<file path="config.mk">
export PLATFORM = sky130hd
export DESIGN_NAME = branch_resolve_queue
export DESIGN_NICKNAME = d
export VERILOG_FILES = /design/src/rtl/branch_resolve_queue_pkg.sv /design/src/rtl/branch_resolve_queue_fifo.sv /design/src/rtl/branch_resolve_queue.sv
export SDC_FILE = /design/constraint.sdc
export NUM_CORES = 1
export LEC_CHECK = 0
export BUFFER_PORTS_ARGS = -buffer_cell sky130_fd_sc_hd__buf_2
export CORE_UTILIZATION = 60
export CTS_BUF_LIST = sky130_fd_sc_hd__clkbuf_4
export DETAILED_ROUTE_END_ITERATION = 8
export GPL_TIMING_DRIVEN = 0
export PLACE_DENSITY = 0.81
export SYNTH_ARGS = -nofsm -noshare
export SYNTH_HDL_FRONTEND = slang
export SYNTH_SLANG_ARGS = --single-unit
</file>
<file path="constraint.sdc">
create_clock -name clk -period 7.6 [get_ports clk]
set_input_delay 1.52 -clock clk [delete_from_list [all_inputs] [get_ports clk]]
set_output_delay 1.52 -clock clk [all_outputs]
set_load 0.01 [all_outputs]
</file>
<file path="src/rtl/branch_resolve_queue_pkg.sv">
// Shared definitions for the branch resolve queue.
// Holds the in-flight branch record, the fall-through PC increment and the
// default queue geometry (depth and pointer width) used by the top and FIFO.
package branch_resolve_queue_pkg;

  localparam int unsigned BRQ_PC_WIDTH = 32;
  localparam int unsigned PC_INC       = 4;
  localparam int unsigned BRQ_DEPTH    = 4;
  // Pointer index width; the pointers themselves carry one extra wrap bit.
  localparam int unsigned BRQ_PTR_W    = $clog2(BRQ_DEPTH);

  // One predicted conditional branch awaiting resolution.
  typedef struct packed {
    logic [BRQ_PC_WIDTH-1:0] pc;
    logic                    pred;
    logic [BRQ_PC_WIDTH-1:0] target;
  } brq_entry_t;

endpackage

</file>
<file path="src/rtl/branch_resolve_queue_fifo.sv">
// brq_fifo: circular storage of in-flight branch entries.
// Ports:
//   clk, rst       - clock, asynchronous active-high reset
//   wr_en, wr_data - push request and entry (dropped when full)
//   rd_en          - pop the head entry (ignored when empty)
//   clear_to_head  - with a pop: discard every younger entry
//   rd_data        - current head entry
//   full, empty    - occupancy flags derived from the pointers only
module brq_fifo
  import branch_resolve_queue_pkg::*;
#(
  parameter int unsigned DEPTH = BRQ_DEPTH,
  parameter int unsigned PTR_W = BRQ_PTR_W
) (
  input  logic       clk,
  input  logic       rst,
  input  logic       wr_en,
  input  brq_entry_t wr_data,
  input  logic       rd_en,
  input  logic       clear_to_head,
  output brq_entry_t rd_data,
  output logic       full,
  output logic       empty
);

  localparam logic [PTR_W:0] PTR_ONE = {{PTR_W{1'b0}}, 1'b1};

  logic [PTR_W:0] wr_ptr_r;
  logic [PTR_W:0] rd_ptr_r;
  logic [PTR_W:0] wr_ptr_nxt_s;
  logic [PTR_W:0] rd_ptr_nxt_s;
  logic           push_s;
  logic           pop_s;
  brq_entry_t     mem_r [DEPTH];

  assign empty   = (wr_ptr_r == rd_ptr_r);
  assign full    = (wr_ptr_r[PTR_W-1:0] == rd_ptr_r[PTR_W-1:0]) &&
                   (wr_ptr_r[PTR_W] != rd_ptr_r[PTR_W]);
  assign rd_data = mem_r[rd_ptr_r[PTR_W-1:0]];

  // Pointer next-state: a clearing pop snaps wr_ptr onto the advanced rd_ptr,
  // which both empties the queue and discards a same-cycle push.
  always_comb begin
    pop_s        = rd_en && !empty;
    push_s       = wr_en && !full && !(clear_to_head && pop_s);
    rd_ptr_nxt_s = rd_ptr_r;
    wr_ptr_nxt_s = wr_ptr_r;
    if (pop_s) begin
      rd_ptr_nxt_s = rd_ptr_r + PTR_ONE;
    end else begin
      rd_ptr_nxt_s = rd_ptr_r;
    end
    if (clear_to_head && pop_s) begin
      wr_ptr_nxt_s = rd_ptr_r + PTR_ONE;
    end else if (push_s) begin
      wr_ptr_nxt_s = wr_ptr_r + PTR_ONE;
    end else begin
      wr_ptr_nxt_s = wr_ptr_r;
    end
  end

  // Pointer registers.
  always_ff @(posedge clk or posedge rst) begin
    if (rst) begin
      wr_ptr_r <= {(PTR_W+1){1'b0}};
      rd_ptr_r <= {(PTR_W+1){1'b0}};
    end else begin
      wr_ptr_r <= wr_ptr_nxt_s;
      rd_ptr_r <= rd_ptr_nxt_s;
    end
  end

  // Entry storage; contents are only meaningful between rd_ptr and wr_ptr.
  always_ff @(posedge clk) begin
    if (push_s) begin
      mem_r[wr_ptr_r[PTR_W-1:0]] <= wr_data;
    end
  end

endmodule

</file>
<file path="src/rtl/branch_resolve_queue.sv">
// branch_resolve_queue: tracks predicted conditional branches until execute
// resolves them in order, strobes the predictor update and flags mispredicts.
// Ports:
//   clk, rst                         - clock, asynchronous active-high reset
//   push_valid/pc/pred/target        - predicted branch from fetch
//   push_ready                       - queue not full
//   resolve_valid/taken/target       - resolution of the oldest branch
//   Br_Dectected, Br_Comp_Result     - registered predictor update strobe
//   flush, redirect_pc               - registered one-cycle mispredict redirect
//   mispredict_cnt                   - saturating mispredict count
//   underflow_err                    - sticky: resolve seen with queue empty
// PC_WIDTH must equal BRQ_PC_WIDTH because the entry record is shared.
module branch_resolve_queue
  import branch_resolve_queue_pkg::*;
#(
  parameter int unsigned PC_WIDTH = BRQ_PC_WIDTH,
  parameter int unsigned DEPTH    = BRQ_DEPTH,
  parameter int unsigned PTR_W    = BRQ_PTR_W,
  parameter int unsigned CNT_W    = 16
) (
  input  logic                clk,
  input  logic                rst,
  input  logic                push_valid,
  input  logic [PC_WIDTH-1:0] push_pc,
  input  logic                push_pred,
  input  logic [PC_WIDTH-1:0] push_target,
  output logic                push_ready,
  input  logic                resolve_valid,
  input  logic                resolve_taken,
  input  logic [PC_WIDTH-1:0] resolve_target,
  output logic                Br_Dectected,
  output logic                Br_Comp_Result,
  output logic                flush,
  output logic [PC_WIDTH-1:0] redirect_pc,
  output logic [CNT_W-1:0]    mispredict_cnt,
  output logic                underflow_err
);

  localparam logic [CNT_W-1:0] CNT_MAX = {CNT_W{1'b1}};
  localparam logic [CNT_W-1:0] CNT_ONE = {{(CNT_W-1){1'b0}}, 1'b1};

  brq_entry_t          push_entry_s;
  brq_entry_t          head_s;
  logic                full_s;
  logic                empty_s;
  logic                resolve_fire_s;
  logic                mispredict_s;
  logic                br_det_nxt_s;
  logic                br_res_nxt_s;
  logic                flush_nxt_s;
  logic [PC_WIDTH-1:0] redirect_nxt_s;
  logic [CNT_W-1:0]    cnt_nxt_s;
  logic                uf_nxt_s;
  logic                br_det_r;
  logic                br_res_r;
  logic                flush_r;
  logic [PC_WIDTH-1:0] redirect_r;
  logic [CNT_W-1:0]    cnt_r;
  logic                uf_r;

  // Push readiness depends on pointers only, never on a concurrent pop.
  assign push_ready = !full_s;

  // Pack the fetch-side branch into a queue entry.
  always_comb begin
    push_entry_s        = '0;
    push_entry_s.pc     = push_pc;
    push_entry_s.pred   = push_pred;
    push_entry_s.target = push_target;
  end

  brq_fifo #(
    .DEPTH (DEPTH),
    .PTR_W (PTR_W)
  ) u_fifo (
    .clk           (clk),
    .rst           (rst),
    .wr_en         (push_valid),
    .wr_data       (push_entry_s),
    .rd_en         (resolve_fire_s),
    .clear_to_head (resolve_fire_s && mispredict_s),
    .rd_data       (head_s),
    .full          (full_s),
    .empty         (empty_s)
  );

  // Compare the resolution against the head prediction; the target only
  // matters when the branch was actually taken.
  always_comb begin
    resolve_fire_s = resolve_valid && !empty_s;
    mispredict_s   = (resolve_taken != head_s.pred) ||
                     (resolve_taken && (resolve_target != head_s.target));
  end

  // Next values for the update strobe, flush/redirect, counter and error.
  always_comb begin
    br_det_nxt_s   = 1'b0;
    br_res_nxt_s   = 1'b0;
    flush_nxt_s    = 1'b0;
    redirect_nxt_s = redirect_r;
    cnt_nxt_s      = cnt_r;
    uf_nxt_s       = uf_r;
    if (resolve_fire_s) begin
      br_det_nxt_s = 1'b1;
      br_res_nxt_s = resolve_taken;
    end else begin
      br_det_nxt_s = 1'b0;
      br_res_nxt_s = 1'b0;
    end
    if (resolve_fire_s && mispredict_s) begin
      flush_nxt_s    = 1'b1;
      redirect_nxt_s = resolve_taken ? resolve_target
                                     : head_s.pc + PC_WIDTH'(PC_INC);
      if (cnt_r != CNT_MAX) begin
        cnt_nxt_s = cnt_r + CNT_ONE;
      end else begin
        cnt_nxt_s = cnt_r;
      end
    end else begin
      flush_nxt_s    = 1'b0;
      redirect_nxt_s = redirect_r;
      cnt_nxt_s      = cnt_r;
    end
    if (resolve_valid && empty_s) begin
      uf_nxt_s = 1'b1;
    end else begin
      uf_nxt_s = uf_r;
    end
  end

  // Output registers.
  always_ff @(posedge clk or posedge rst) begin
    if (rst) begin
      br_det_r   <= 1'b0;
      br_res_r   <= 1'b0;
      flush_r    <= 1'b0;
      redirect_r <= {PC_WIDTH{1'b0}};
      cnt_r      <= {CNT_W{1'b0}};
      uf_r       <= 1'b0;
    end else begin
      br_det_r   <= br_det_nxt_s;
      br_res_r   <= br_res_nxt_s;
      flush_r    <= flush_nxt_s;
      redirect_r <= redirect_nxt_s;
      cnt_r      <= cnt_nxt_s;
      uf_r       <= uf_nxt_s;
    end
  end

  assign Br_Dectected   = br_det_r;
  assign Br_Comp_Result = br_res_r;
  assign flush          = flush_r;
  assign redirect_pc    = redirect_r;
  assign mispredict_cnt = cnt_r;
  assign underflow_err  = uf_r;

endmodule

</file>
Yosys cells after proc, flatten, opt, wreduce, memory -nomap -nowiden
Memories as Yosys holds them, arrays and structs flattened.
Index checks and enable logic that the tools add are counted.
{"block": "word_totals", "register_bits": 58, "out_inout_bits": 53, "n_memories": 1, "elab_cells": 42, "mem_bits_rw": 260, "input_bits": 102}
{"name": "u_fifo.mem_r", "depth": 4, "word_bits": 65, "read_ports": 1, "rd_ports_with_merged_regs": 0, "wr": 1, "line_no": "branch_resolve_queue_fifo.sv:34", "rtl": "brq_entry_t mem_r [DEPTH];"}
{"block": "classes", "mux": 8, "addsub": 4, "eq_ne": 6, "reduce_logical": 15}
{"operator": "32-bit by 3-bit adder with 32-bit output (second input constant)", "count": 1}
{"operator": "32-bit 2-to-1 mux", "count": 1}
{"operator": "32-bit != test", "count": 1}
{"operator": "16-bit by 1-bit adder with 16-bit output (second input constant)", "count": 1}
{"operator": "16-bit != test (second input constant)", "count": 1}
{"operator": "1-bit logical AND", "count": 9}
{"operator": "3-bit by 1-bit adder with 3-bit output (second input constant)", "count": 2}
{"operator": "3-bit 2-to-1 mux", "count": 2}
{"operator": "1-bit 2-to-1 mux", "count": 5}
{"operator": "3-bit == test", "count": 1}
{"operator": "1-bit zero test", "count": 3}
{"operator": "2-bit == test", "count": 1}
{"operator": "1-bit != test", "count": 2}
{"operator": "2-bit AND reduction", "count": 1}
{"operator": "2-bit nonzero test", "count": 1}
{"operator": "1-bit logical OR", "count": 1}

Depth between registers and ports, before layout
Gate-level depths: netlist of run 1.
An unclocked memory read counts as a cell.
{"block": "depth", "ltp_word": 10, "ltp_mapped": 14, "mapped_depth_nobuf": 9}

Hierarchy
A second synthesis of run 1 with hierarchy kept.
{"block": "unflattened", "hier_cells": 733, "hier_area_um2": 13212.7}
{"mod": "brq_fifo", "n_inst": 1, "cells_per_inst": 384, "seq_area_each_um2": 7957.6, "area_per_inst_um2": 9798.1}
{"mod": "branch_resolve_queue", "n_inst": 1, "cells_per_inst": 349, "seq_area_each_um2": 1301.2, "area_per_inst_um2": 3414.5}

Worst setup path before layout of run 1
No wires, ideal clock.
{"block": "synth_timing", "path_type": "in2reg", "start": "input resolve_target[14]", "end": "memory u_fifo.mem_r[3][0] in the netlist's numbering, enable pin", "t_arrival_ps": 5532, "path_slack_ps": 1580, "cell_stages": 7, "required_ps": 7112, "path_cell_list": "xor2_1 nor4_1 o2111ai_1 or3_1 o31ai_4 inv_2 nor2_1"}
{"block": "synth_between", "elab_chain_cells": 9}
{"item": "start, declared", "line_no": "branch_resolve_queue.sv:30", "rtl": "input logic [PC_WIDTH-1:0] resolve_target,"}
{"item": "32-bit != test", "line_no": "branch_resolve_queue.sv:92", "rtl": "(resolve_taken && (resolve_target != head_s.target));"}
{"item": "1-bit logical AND", "line_no": "branch_resolve_queue.sv:92"}
{"item": "1-bit logical OR", "line_no": "branch_resolve_queue.sv:91", "rtl": "mispredict_s = (resolve_taken != head_s.pred) ||"}
{"item": "1-bit logical AND", "line_no": "branch_resolve_queue.sv:81", "rtl": ".clear_to_head (resolve_fire_s && mispredict_s),"}
{"item": "1-bit logical AND", "line_no": "branch_resolve_queue_fifo.sv:45", "rtl": "push_s = wr_en && !full && !(clear_to_head && pop_s);"}
{"item": "1-bit zero test", "line_no": "branch_resolve_queue_fifo.sv:45"}
{"item": "1-bit logical AND", "line_no": "branch_resolve_queue_fifo.sv:45"}
{"item": "1-bit 2-to-1 mux", "line_no": "branch_resolve_queue_fifo.sv:75", "rtl": "if (push_s) begin"}
{"item": "1-bit 2-to-1 mux (implied by the code)", "line_no": "branch_resolve_queue_fifo.sv:76", "rtl": "mem_r[wr_ptr_r[PTR_W-1:0]] <= wr_data;"}
{"item": "end, declared", "line_no": "branch_resolve_queue_fifo.sv:34"}
No other way between the ends.

Final worst setup path of run 1
{"block": "layout_timing", "start": "register u_fifo.rd_ptr_r[1]", "end": "memory u_fifo.mem_r[1][2] in the netlist's numbering, enable pin"}
{"block": "layout_between", "elab_chain_cells": 10, "elab_cells_between_ends": 19, "cone_classes": "eq/ne: 4; mux: 2; reduce/logical: 12; memory: 1"}
{"item": "start, declared", "line_no": "branch_resolve_queue_fifo.sv:29", "rtl": "logic [PTR_W:0] rd_ptr_r;"}
{"item": "start signal, assigned", "line_no": "branch_resolve_queue_fifo.sv:66", "rtl": "rd_ptr_r <= {(PTR_W+1){1'b0}};"}
{"item": "start signal, assigned", "line_no": "branch_resolve_queue_fifo.sv:69", "rtl": "rd_ptr_r <= rd_ptr_nxt_s;"}
{"item": "memory 4 x 65 bit"}
{"item": "32-bit != test", "line_no": "branch_resolve_queue.sv:92"}
{"item": "1-bit logical AND", "line_no": "branch_resolve_queue.sv:92"}
{"item": "1-bit logical OR", "line_no": "branch_resolve_queue.sv:91"}
{"item": "1-bit logical AND", "line_no": "branch_resolve_queue.sv:81"}
{"item": "1-bit logical AND", "line_no": "branch_resolve_queue_fifo.sv:45"}
{"item": "1-bit zero test", "line_no": "branch_resolve_queue_fifo.sv:45"}
{"item": "1-bit logical AND *", "line_no": "branch_resolve_queue_fifo.sv:45"}
{"item": "1-bit 2-to-1 mux *", "line_no": "branch_resolve_queue_fifo.sv:75"}
{"item": "1-bit 2-to-1 mux (implied by the code) *", "line_no": "branch_resolve_queue_fifo.sv:76"}
Mark *: on every way between the ends. The rest lies on a longest branch, timed or not.

==> out/results.ini, run 1 <==
[status]
status=complete, no violations

[setup_path]
r2r_slack_ns=3.20
r2r-start=u_fifo.rd_ptr_r[1]$_DFFE_PP0P_
critical_path.max_fanout=39
end_kind=flop
path_class=flop to flop
cp.required_ns=7.93
arrival_ns=4.73
cp-start-kind=flop
r2r-end=u_fifo.mem_r[1][2]$_DFFE_PP_
r2r_cells=10

[timing]
fin_skew_ns=0.04800
slew_headroom=0.4611
setup_viol=0
timing.final.crit_share=0.5787
max_freq_mhz=227.4
maxSlewViolCount=0
rsz0062_at_grt=no
worstMarginPinSlew_ns=0.8022
min_period_ns=4.398
hold_viol_final=0

[placed_design]
dp_cells=1196
port_buffers=153
dp_hpwl_mm=20.75
place_congestion=0.8763

[finish]
num-nets-final=1111
area_growth_pct=17.35
fillers=1341
drive_gt1_frac=0.3605
stdcell_count=1337

[clock_tree]
clock_path_buffers=3
cts_tree=yes
cts_made_buffers=79
cts-resized-gates=0
cts_max_level=3
cts_setup_buffers=0
clkTransAtPathRegs_ns=0.06
cts.sinks=318
root_buffer=clkbuf_4
clock_latency_ns=0.68
hold_buffers=0

[power_and_ir_drop]
p_per_area_mw_per_mm2=379.5
p_leak_nw=5.799
p_total_w=0.005841
ir_worst_vdd_mv=0.2271

[routing]
drtPass1Iterations=5
via_count=7801
wl_per_cell_um=22.12
drt-vias-per-instance=5.835
ant_nets=0
drc=0
routed_wl_mm=29.58
drtIter0Drc=566

[worst_hold_path]
hold_class=flop to flop
hold_depth=2
hold_start=redirect_pc[20]$_DFFE_PP0P_
hold_end=redirect_pc[20]$_DFFE_PP0P_

[global_routing]
grt_overflow=0
grt_pass1_vias=7825
grt_max_degree=46
grt_usage=0.2754
grt_first_pass_wirelength_mm=44.40
antenna_found_initial=5

[synthesis]
yosysTopAreaCell=edfxtp_1
synth_most_common_cell=edfxtp_1
syn-num-nets=871
synth-edff-count=260
yosys-top-cells-area=edfxtp_1 60%, dfrtp_1 11%, mux4_2 9.8%
async_flop_share=0.1824
yosys_warnings=0
syn_area_mm2=0.01311
synth_flop_cell=edfxtp_1
syn_inst=762
syn-mean-instance-area_um2=17.21
synth_cell_types=47
yosysTopAreaCellShare=0.5954
synth-seq-cells=318
synthTopCellsByCount=260 x edfxtp_1, 62 x nand2_1, 58 x dfrtp_1
yosysSeqAreaShare=0.7060

[die]
placementRows=53
ios=155
die_height_um=149.8
core_mm2=0.02122
die_w_um=149.8
die-area_mm2=0.02245
start_util=0.6180

[flow_run]
max_cap_viol_count=0

layer usage:
| metal | global-route usage | routed length, µm | up-vias |
|---|---|---|---|
| met5 | 0 | 0 | - |
| met4 | 0.1232 | 946 | 0 |
| met3 | 0.08140 | 2846 | 63 |
| met2 | 0.4211 | 14090 | 354 |
| met1 | 0.3691 | 11690 | 3904 |
| li1 | - | - | 3480 |
per-stage QoR:
stage | setup WS [ns] | hold slack [ns] | utilization | TNS (ns) | area, µm²
2_1_floorplan | 1.580 | 0.5018 | - | 0 | 13110
3_3_place_gp | -1.055 | 0.4565 | 0.6703 | -67.32 | 14220
3_5_place_dp | 2.692 | 0.4625 | 0.6781 | 0 | 14390
4_1_cts | 3.274 | 0.4745 | 0.7246 | 0 | 15380
5_1_grt | 3.043 | 0.5000 | 0.7248 | 0 | 15380
6_report | 3.202 | 0.4740 | 0.7252 | 0 | 15390
critical path, stage by stage, from the launching register on:
cell and delay (ns):
dfrtp_1 0.42, buf_2 0.33, mux4_2 0.36, xor2_1 0.15, nor4_1 0.52, o2111ai_1 0.18, or3_1 0.41, o31ai_4 0.46
buf_2 0.34, and3_4 0.53, buf_16 0.29
where the power goes:
part           leakage [nW]  internal [W]  switching (W)
clock network         0.599      0.000746       0.000646
registers              3.08       0.00231       0.000164
logic                  2.12      0.000857        0.00112
total                  5.80       0.00391        0.00193
state kept, by name, summed over array words and instances, names as in the netlist:
register,cells
Br_Comp_Result,1
Br_Dectected,1
u_fifo.wr_ptr_r,3
u_fifo.mem_r,260
u_fifo.rd_ptr_r,3
underflow_err,1
flush,1
redirect_pc,32
mispredict_cnt,16
worst max path at each step:
| stage | slack (ns) | end | start | depth (start not counted) |
|---|---|---|---|---|
| global route | 3.04 | u_fifo.mem_r[1][22]$_DFFE_PP_ | u_fifo.rd_ptr_r[1]$_DFFE_PP0P_ | 10 |
| detailed placement | 2.69 | u_fifo.mem_r[1][38]$_DFFE_PP_ | resolve_target[14] | 9 |
| finish | 3.20 | u_fifo.mem_r[1][2]$_DFFE_PP_ | u_fifo.rd_ptr_r[1]$_DFFE_PP0P_ | 10 |
| global placement | -1.06 | u_fifo.mem_r[3][64]$_DFFE_PP_ | resolve_target[14] | 8 |
| floorplan | 1.58 | u_fifo.mem_r[3][0]$_DFFE_PP_ | resolve_target[14] | 7 |
| CTS | 3.27 | u_fifo.mem_r[1][22]$_DFFE_PP_ | u_fifo.rd_ptr_r[1]$_DFFE_PP0P_ | 10 |
layout by cell type (no fill, tap or decap), types with 11 or more instances in the layout:
cell type / instances
xnor2_1: 44
nand2_1: 62
dfrtp_1: 58
o21ai_0: 26
mux2i_1: 30
edfxtp_1: 260
buf_2: 162
mux4_2: 57
nand3_1: 14
clkbuf_4: 119
nor2_1: 21
clkinv_1: 11
a21oi_1: 11
nand4_1: 13
xor2_1: 38
cell type report:
class / count / area [µm²] / share of cell area
inverters: 10 / 37.54 / 0.002439
well taps: 275 / 344.1 / 0.02236
repair buffers: 159 / 908.4 / 0.05903
plain buffers: 31 / 187.7 / 0.01220
flip-flops and latches: 318 / 9259 / 0.6017
clock buffers: 119 / 893.4 / 0.05805
diodes: 5 / 12.51 / 0.0008131
multi-input cells: 403 / 3652 / 0.2373
clock inverters: 17 / 93.84 / 0.006098
cell families after synthesis:
logic type	Yosys count	share of synthesized area
AOI/OAI and AO/OA	61	0.02767
xor gates and xnor gates	82	0.05477
adders and majority gates	7	0.006678
buffers and inverters	41	0.01717
DFF	318	0.7060
muxes	98	0.1302
and+or+nand+nor	155	0.05744
Power figures use the tool's default switching activity.
==> run 2, diff against run 1 <==
--- a/config.mk
+++ b/config.mk
@@ -6,11 +6,11 @@
 export NUM_CORES = 1
 export LEC_CHECK = 0
 export BUFFER_PORTS_ARGS = -buffer_cell sky130_fd_sc_hd__buf_2
-export CORE_UTILIZATION = 60
+export CORE_UTILIZATION = 54
 export CTS_BUF_LIST = sky130_fd_sc_hd__clkbuf_4
 export DETAILED_ROUTE_END_ITERATION = 8
 export GPL_TIMING_DRIVEN = 0
-export PLACE_DENSITY = 0.81
+export PLACE_DENSITY = 0.77
 export SYNTH_ARGS = -nofsm -noshare
 export SYNTH_HDL_FRONTEND = slang
 export SYNTH_SLANG_ARGS = --single-unit
==> constraint.sdc (replaced) <==
create_clock -name clk -period 3.65 [get_ports clk]
set_input_delay 0.73 -clock clk [delete_from_list [all_inputs] [get_ports clk]]
set_output_delay 0.73 -clock clk [all_outputs]
set_load 0.01 [all_outputs]
==> run 2 against run 1 <==
  * Largest cell class unchanged
  * Non-clock buffer count is 11 higher
  * Sequential power up 110%
  * Highest routed layer is now met5
  * Global-route usage shrank 2.0 points
  * Count of clock-buffer cells in the layout up 15
  * Largest power group unchanged
  * Sequential share of layout area shrank 1.3 points
  * Cell count is 5.2% higher
  * Critical path depth is 2 higher
==> out/results.ini, run 2 (synthesis gave the netlist of run 1 again) <==
[status]
status=complete, no violations

[setup_path]
r2r_slack_ns=0.02  ; -3.18 ns
cp-start-kind=flop
end_kind=flop
arrival_ns=4.00  ; -0.73 ns
critical_path.max_fanout=29  ; -26%
path_class=flop to flop
cp.required_ns=4.02  ; -3.91 ns

[die]
die_w_um=157.8  ; +5.3%
core_mm2=0.02361  ; +11%
ios=155  ; unchanged
placementRows=56  ; +5.7%
start_util=0.5554  ; -0.06261
die_height_um=157.8  ; +5.3%
die-area_mm2=0.02491  ; +11%

[global_routing]
antenna_found_initial=6  ; +1
grt_usage=0.2557  ; -0.01962
grt_overflow=0  ; unchanged
grt_max_degree=53  ; +15%
grt_first_pass_wirelength_mm=45.64  ; +2.8%
grt_pass1_vias=7849  ; +0.31%

[finish]
post-route-util=0.6665  ; -0.05869
layout_common_cells=260 x edfxtp_1, 158 x buf_2, 136 x clkbuf_4, 62 x nand2_1, 58 x dfrtp_1
num-nets-final=1127  ; +1.4%
finalInstanceArea_mm2=0.01574  ; +2.3%
stdcell_count=1407  ; +5.2%
drive_gt1_frac=0.3813  ; +0.02089
area_growth_pct=20.01
final_common_cell=edfxtp_1
largest_register_ffs=260  ; unchanged

[clock_tree]
cts.sinks=318  ; unchanged
cts_max_level=3  ; unchanged
cts_made_buffers=82  ; +3.8%
cts_tree=yes
clock_path_buffers=3  ; unchanged
clkTransAtPathRegs_ns=0.07  ; about the same
root_buffer=clkbuf_4
clock_latency_ns=0.71  ; +0.03 ns

[power_and_ir_drop]
p_comb_frac=0.346  ; +0.007
ir_worst_vdd_mv=0.4039  ; +78%
pwr-share-seq=0.409  ; -0.014
p_leak_nw=5.934  ; +2.3%
power.internal_w=0.008352  ; +110%
p_per_area_mw_per_mm2=798.6  ; +110%
clkPwrFrac=0.245  ; +0.007
switching_share=0.3355  ; +0.004826
p_sw_w=0.004216  ; +120%

[routing]
ant_nets=0  ; unchanged
via_count=7987  ; +2.4%
routed_wl_mm=31.71  ; +7.2%
wl_per_cell_um=22.53  ; +1.9%
drc=0  ; unchanged
drtPass1Iterations=4  ; -1
drtIter0Drc=673  ; +19%
drt-vias-per-instance=5.677  ; -2.7%

[timing]
slew_headroom=0.4579  ; -0.003187
min_period_ns=3.627  ; -0.7706 ns
rsz0062_at_grt=yes
timing.final.crit_share=0.9938  ; +0.4151
maxSlewViolCount=0  ; unchanged
hold_viol_final=0  ; unchanged
fin_skew_ns=0.03290  ; -0.01510 ns
max_freq_mhz=275.7  ; +21%
worstMarginPinSlew_ns=0.8131  ; +0.01095 ns
setup_viol=0  ; unchanged
hold_ws_ns=0.2389  ; -0.2351 ns

[worst_hold_path]
hold_class=input pin to flop

[placed_design]
place_congestion=0.8298  ; -5.3%
dp_hpwl_mm=20.66  ; -0.40%
port_buffers=153  ; unchanged
dp_cells=1240  ; +3.7%
placed_cell_area_mm2=0.01445  ; +0.45%

[flow_run]
max_cap_viol_count=0  ; unchanged

[run 2: cell count changes in the layout (fill, tap and decap cells not counted), sizes merged]
cell         delta
dlygate4sd3     +1
clkinvlp        +5
and3            +2
clkbuf         +20
bufinv          -1
buf             +5
clkinv          -5
inv             -1
[run 2: metal layers]
layer  vias to the layer above  wire length (µm)  track usage
met5                         -                19            0
met1                      3983             12580       0.3415
met4                         4               982      0.09894
met3                        79              3079      0.07583
li1                       3530                 -            -
met2                       391             15040       0.3975
[run 2: worst max-delay path: stages (launching register included)]
cell and delay [ns]:
dfrtp_1 0.37, buf_6 0.16, mux4_2 0.52, xor2_1 0.16
nor4_2 0.43, o2111ai_1 0.17, or3_4 0.39, o31ai_4 0.30
buf_4 0.23, inv_2 0.09, nor2_4 0.10, buf_4 0.14
buf_12 0.21
[run 2: final timing paths]
path | cells after the start | end | startpoint
min | 1 | u_fifo.mem_r[0][53]$_DFFE_PP_ | push_pc[20]
max in group asynchronous | 4 | redirect_pc[4]$_DFFE_PP0P_ | rst
max | 12 | u_fifo.mem_r[3][9]$_DFFE_PP_ | u_fifo.rd_ptr_r[0]$_DFFE_PP0P_
min in group asynchronous | 3 | u_fifo.rd_ptr_r[0]$_DFFE_PP0P_ | rst
max reg2reg | 12 | u_fifo.mem_r[3][9]$_DFFE_PP_ | u_fifo.rd_ptr_r[0]$_DFFE_PP0P_
min reg2reg | 1 | underflow_err$_DFFE_PP0P_ | underflow_err$_DFFE_PP0P_
[run 2: power groups by stage]
| stage | clock network (W) | registers [W] | logic, W |
|---|---|---|---|
| after global placement | 0 | 0.00520 | 0.00398 |
| after global routing | 0.00333 | 0.00520 | 0.00466 |
| after floorplan | 0 | 0.00521 | 0.00273 |
| after detailed placement | 0 | 0.00521 | 0.00415 |
| final | 0.00308 | 0.00514 | 0.00435 |
| after CTS | 0.00314 | 0.00513 | 0.00425 |
[run 2: metrics by stage]
step | worst slack [ns] | power, W | setup TNS [ns]
global placement | -1.419 | 0.009172 | -364.75
floorplan | -0.07036 | 0.007943 | -14.80
finish | 0.02274 | 0.01257 | 0
global route | -0.02763 | 0.01319 | -0.3140
detailed placement | -0.6771 | 0.009355 | -124.42
CTS | 0.008874 | 0.01252 | 0
[run 2: final cells by class]
class | instances | area, µm²
plain buffers | 31 | 209.0
multi-input cells | 405 | 3684
flip-flops and latches | 318 | 9259
fillers | 1649 | 7875
clock inverters | 15 | 77.57
repair buffers | 170 | 1054
well taps | 319 | 399.1
inverters | 10 | 37.54
diodes | 5 | 12.51
clock buffers | 134 | 1006
[run 2: repair_timing]
action,CTS,global route
pin swaps,5,2
endpoints found under the setup margin,265,195
hold buffers,1,0
gates cloned,2,3
gates resized for setup,4,5
buffers inserted,5,2
endpoints found under the hold margin,9,0
